--- config.mk ---
export PLATFORM = sky130hd
export DESIGN_NAME = wb_stage
export DESIGN_NICKNAME = d
export VERILOG_FILES = /design/src/rtl/wb_stage.sv
export SDC_FILE = /design/constraint.sdc
export NUM_CORES = 1
export LEC_CHECK = 0
export CORE_MARGIN = 1.5
export CORE_UTILIZATION = 44
export DETAILED_ROUTE_END_ITERATION = 8
export PLACE_DENSITY = 0.82
export SKIP_LAST_GASP = 1
export SLEW_MARGIN = 20
export SYNTH_ARGS = -nofsm -noshare
export SYNTH_HDL_FRONTEND = slang
export SYNTH_SLANG_ARGS = --single-unit
--- constraint.sdc ---
create_clock -name clk -period 4.4 [get_ports clk]
set_clock_uncertainty 0.2 [all_clocks]
set_input_delay 0.88 -clock clk [delete_from_list [all_inputs] [get_ports clk]]
set_output_delay 0.88 -clock clk [all_outputs]
set_load 0.02 [all_outputs]
--- src/rtl/wb_stage.sv ---
// wb_stage: writeback stage with load formatting, misaligned-load trap,
// late-result arbitration with anti-starvation, and retired-instruction counter.
module wb_stage #(
    parameter int XLEN          = 32,
    parameter int LATE_MAX_WAIT = 4,
    parameter int INSTRET_W     = 64
) (
    input  logic                 clk,
    input  logic                 rst,
    input  logic                 mem_valid,
    output logic                 mem_ready,
    input  logic                 mem_reg_write,
    input  logic [4:0]           mem_rd_addr,
    input  logic [1:0]           mem_wb_sel,
    input  logic [2:0]           mem_funct3,
    input  logic [XLEN-1:0]      mem_alu_result,
    input  logic [XLEN-1:0]      mem_load_word,
    input  logic [XLEN-1:0]      mem_pc_plus4,
    input  logic                 late_valid,
    output logic                 late_ready,
    input  logic [4:0]           late_rd_addr,
    input  logic [XLEN-1:0]      late_data,
    output logic                 we,
    output logic [4:0]           rd_addr,
    output logic [XLEN-1:0]      rd_data_in,
    output logic                 load_misaligned,
    output logic [INSTRET_W-1:0] instret
);
    localparam logic [3:0] MAX_WAIT = 4'(LATE_MAX_WAIT);
    logic [3:0]           wait_q, wait_d;
    logic                 we_q, we_d, mis_q, mis_d;
    logic [4:0]           rd_q, rd_d;
    logic [XLEN-1:0]      data_q, data_d;
    logic [INSTRET_W-1:0] instret_q, instret_d;
    logic                 starve, mem_fire, late_fire, misaligned;
    logic [1:0]           off;
    logic [7:0]           byte_v;
    logic [15:0]          half_v;
    logic [XLEN-1:0]      load_v, mem_res;

    assign starve     = late_valid && (wait_q >= MAX_WAIT);
    assign mem_ready  = !starve;
    assign late_ready = late_valid && (!mem_valid || starve);
    assign mem_fire   = mem_valid && mem_ready;
    assign late_fire  = late_valid && late_ready;

    assign off        = mem_alu_result[1:0];
    assign byte_v     = mem_load_word[{off, 3'b000} +: 8];
    assign half_v     = mem_load_word[{off[1], 4'b0000} +: 16];
    assign misaligned = (mem_wb_sel == 2'b01) &&
                        (((mem_funct3[1:0] == 2'b01) && off[0]) || ((mem_funct3 == 3'b010) && (off != 2'b00)));

    // funct3[2] selects zero-extension; unknown load types fall back to the full word
    assign load_v = (mem_funct3 == 3'b000) ? {{(XLEN-8){byte_v[7]}}, byte_v} :
                    (mem_funct3 == 3'b100) ? {{(XLEN-8){1'b0}}, byte_v} :
                    (mem_funct3 == 3'b001) ? {{(XLEN-16){half_v[15]}}, half_v} :
                    (mem_funct3 == 3'b101) ? {{(XLEN-16){1'b0}}, half_v} : mem_load_word;
    assign mem_res = (mem_wb_sel == 2'b01) ? load_v :
                     (mem_wb_sel == 2'b10) ? mem_pc_plus4 : mem_alu_result;

    always_comb begin
        we_d      = 1'b0;
        mis_d     = 1'b0;
        rd_d      = rd_q;
        data_d    = data_q;
        instret_d = instret_q + INSTRET_W'(mem_fire && !misaligned);
        wait_d    = (!late_valid || late_fire) ? 4'd0 : ((wait_q == 4'hF) ? wait_q : wait_q + 4'd1);
        if (mem_fire) begin
            we_d   = mem_reg_write && (mem_rd_addr != 5'd0) && !misaligned;
            mis_d  = misaligned;
            rd_d   = mem_rd_addr;
            data_d = mem_res;
        end else if (late_fire) begin
            we_d   = late_rd_addr != 5'd0;
            rd_d   = late_rd_addr;
            data_d = late_data;
        end
    end

    always_ff @(posedge clk or negedge rst) begin
        if (!rst) begin
            wait_q    <= '0;
            we_q      <= 1'b0;
            mis_q     <= 1'b0;
            rd_q      <= '0;
            data_q    <= '0;
            instret_q <= '0;
        end else begin
            wait_q    <= wait_d;
            we_q      <= we_d;
            mis_q     <= mis_d;
            rd_q      <= rd_d;
            data_q    <= data_d;
            instret_q <= instret_d;
        end
    end

    assign we              = we_q;
    assign rd_addr         = rd_q;
    assign rd_data_in      = data_q;
    assign load_misaligned = mis_q;
    assign instret         = instret_q;
endmodule
==> impl_metrics.json <==
{
  "drt_iter0_drc": 434,
  "yosysWarnings": 0,
  "path_cells": "clkdlybuf4s50_1 -> nor2_1 -> a22oi_1 -> nor2_1 -> nor2_1 -> ha_1 -> nand3_2 -> or4_4 -> or4_4 -> buf_4 -> nor4b_1 -> xor2_1",
  "rr_startpoint": "wait_q[3]",
  "first_pass_iters": 5,
  "drive_above_1_share_pct": 11.4,
  "maxCapViolCount": 0,
  "cts_hold_buf": 0,
  "worstPathMaxFanout": 11,
  "start_kind": "input port",
  "wirelength_mm": 20.5,
  "grt_max_degree": 78,
  "dieArea_sq_mm": 0.0149,
  "synthArstFlopShare_pct": 100,
  "cp_top_family": "simple AND/OR/NAND/NOR gates",
  "worstHoldPathCells": 1,
  "grt_overflow": 0,
  "antenna_found_initial": 1,
  "postCtsSetupBuffers": 0,
  "dp_cells": 1042,
  "peakVddDrop_uv": 156,
  "synth_seq_cells": 107,
  "final_cell_mix": "clkdlybuf4s50_1 (250), dfrtp_1 (107), nand2_1 (55)",
  "ant_nets": 0,
  "syn-num-nets": 774,
  "die_width_um": 122,
  "cellPowerDensity_mw_per_mm2": 289,
  "rsz0062_at_grt": "no",
  "timing.setup.tns_ns": 0,
  "insertedDiodeCount": 0,
  "nNetsFinal": 1024,
  "finalNonFillerCells": 1058,
  "cts-buffers-inserted": 9,
  "cts_tree": "done",
  "routabilityCongestion": 0.841,
  "hold_path_end": "wait_q[0]",
  "ios": 253,
  "cp_common_cell": "nor2_1",
  "synth_ff_type": "dfrtp_1",
  "period_minus_slack_ns": 4.17,
  "worstRegToRegCells": 10,
  "cpPeakStageDelay_ns": 0.57,
  "drcViolationCount": 0,
  "ys_types": 53,
  "syn2layout_area_growth_pct": 49.8,
  "vias_per_cell": 5.79,
  "wl_per_cell_um": 19.3,
  "path_buf_inv": 2,
  "power.total_mw": 2.70,
  "io_buffers": 252,
  "arrival_ns": 4.24,
  "fmax_ghz": 0.240,
  "period_share_pct": 94.7,
  "status": "finished clean",
  "dpl_cell_area_sq_mm": 0.00901,
  "worstHoldStart": "wait_q[0]",
  "ys_seq_area_share_pct": 43.0,
  "grt_pass1_vias": 6278,
  "ff2ff_setup_slack_ns": 1.08,
  "grt_first_pass_wirelength_mm": 31.9,
  "clk_pin_slew_ns": 0.07,
  "cp_slowest_cell": "clkdlybuf4s50_1",
  "via_count": 6131,
  "initial_core_util_pct": 45.0,
  "worst_slack_ns": 0.234,
  "leakage_nw": 3.88,
  "r2r_end": "instret[43]",
  "grt_usage_pct": 27.7,
  "layout_commonest_cell": "clkdlybuf4s50_1",
  "setup_viol": 0,
  "worst_pin_slew_ns": 0.980,
  "syn-instance-count": 623,
  "required_ns": 4.47,
  "fillers": 1078,
  "relSlewSlack_pct": 34.6,
  "die_h_um": 122,
  "h-tree-depth": 3,
  "hold_violations": 0,
  "clock-sinks": 107,
  "core_area_sq_mm": 0.0138,
  "hp-class": "register to register",
  "placementRows": 43,
  "insertion_delay_ns": 0.35,
  "cts_root_buf": "clkbuf_16",
  "crit_path_start": "mem_funct3[1]",
  "crit_path_end_kind": "register",
  "place_ws_ns": -0.0686,
  "dp_hpwl_mm": 15.8,
  "cts_resized": 0,
  "syn-mean-instance-area_sq_um": 9.99,
  "clk_path_buf_depth": 2,
  "synth_edf_count": 0,
  "path_class": "input port to register",
  "syn-cell-area_sq_mm": 0.00623,
  "slew_violations": 0,
  "fin_area_sq_mm": 0.00933
}
-- routing by layer --
layer	track usage (%)	share of wire, %	routed length, um
met3	6.41	7.7	1580
met4	11.3	3.0	617
met5	0	0.059	12
met2	49.8	52	10600
met1	31.6	37	7630
-- where the power goes --
group	internal [mW]	total (mW)	switching (mW)	leakage, nW
clock	0.505	0.877	0.372	0.156
combinational	0.364	0.693	0.329	2.36
sequential	1.06	1.13	0.0710	1.36
-- area by class of cell --
cell class | count | area [sq um] | share of cell area [%]
clock buffers | 11 | 233 | 2.49
clock inverters | 5 | 85.1 | 0.912
inverters | 14 | 52.6 | 0.563
multi-input cells | 464 | 3350 | 35.9
flip-flops and latches | 107 | 2680 | 28.7
well taps | 180 | 225 | 2.41
repair buffers | 277 | 2700 | 29.0
-- state kept, by name, summed over array words and instances, names as in the netlist --
register and cells:
instret 64, rd_data_in 32, rd_addr 5, wait_q 4
load_misaligned 1, we 1
-- logic make-up after synthesis --
family / count (synthesis) / share of synthesized area, %
AO/OA/AOI/OAI: 143 / 15.9
XOR/XNOR: 62 / 8.84
buffers and inverters: 52 / 3.20
adder cells (fa/ha/maj): 3 / 0.603
other: 1 / 0.0602
multiplexers: 58 / 11.3
flip-flops: 107 / 43.0
AND/OR/NAND/NOR: 197 / 17.1
-- stage by stage --
step	hold WS (ns)	utilization, %
6_report	0.244	67.5
5_1_grt	0.267	67.5
4_1_cts	0.246	67.5
3_5_place_dp	0.235	65.2
3_3_place_gp	0.213	65.2
2_1_floorplan	0.201	-
-- synthesized netlist by cell type (2+ instances only) --
| cell | number | share of area [%] |
|---|---|---|
| a22oi_1 | 8 | 0.96 |
| nand3_1 | 24 | 1.9 |
| or3_1 | 4 | 0.40 |
| nor2_1 | 33 | 2.0 |
| ha_1 | 3 | 0.60 |
| dfrtp_1 | 107 | 43 |
| o311a_1 | 2 | 0.32 |
| a2bb2oi_1 | 2 | 0.28 |
| clkbuf_1 | 35 | 2.1 |
| o22ai_1 | 27 | 2.7 |
| or2_2 | 11 | 1.1 |
| o21ai_0 | 27 | 2.2 |
| nand4_1 | 17 | 1.7 |
| mux4_2 | 7 | 2.5 |
| and4_1 | 3 | 0.42 |
| nand2b_1 | 4 | 0.40 |
| xnor2_1 | 28 | 3.9 |
| a221o_1 | 4 | 0.64 |
| nor4_2 | 3 | 0.60 |
| and3_1 | 3 | 0.30 |
| mux2_2 | 28 | 5.1 |
| or4_4 | 3 | 0.54 |
| a21oi_1 | 23 | 1.8 |
| buf_1 | 2 | 0.12 |
| nand2_1 | 55 | 3.3 |
| a22o_1 | 10 | 1.4 |
| o21bai_1 | 2 | 0.24 |
| mux2i_1 | 23 | 3.7 |
| xor2_1 | 33 | 4.6 |
| o221ai_1 | 26 | 3.7 |
| nor3_1 | 16 | 1.3 |
| a221oi_1 | 8 | 1.1 |
| inv_1 | 13 | 0.78 |
| nor4_1 | 9 | 0.90 |
| or4_1 | 2 | 0.24 |
-- worst max-delay path by stage --
stage / cells after the start / slack, ns / end
final: 12 / 0.23 / instret[43]
after CTS: 12 / 0.30 / instret[43]
after floorplan: 13 / 0.22 / instret[63]
after global placement: 12 / 0.03 / instret[63]
after detailed placement: 12 / -0.07 / instret[43]
after global routing: 13 / 0.01 / instret[43]
-- worst reg2reg max path: cells and delay by family, from the launching register on --
family	cells	cell delay, ns
flip-flops	1	0.38
buffers and inverters	1	0.21
AND/OR/NAND/NOR	6	1.78
XOR/XNOR	1	0.19
AO/OA/AOI/OAI	1	0.28
adder cells (fa/ha/maj)	1	0.20
No activity file was read; power rests on OpenSTA's default activity.
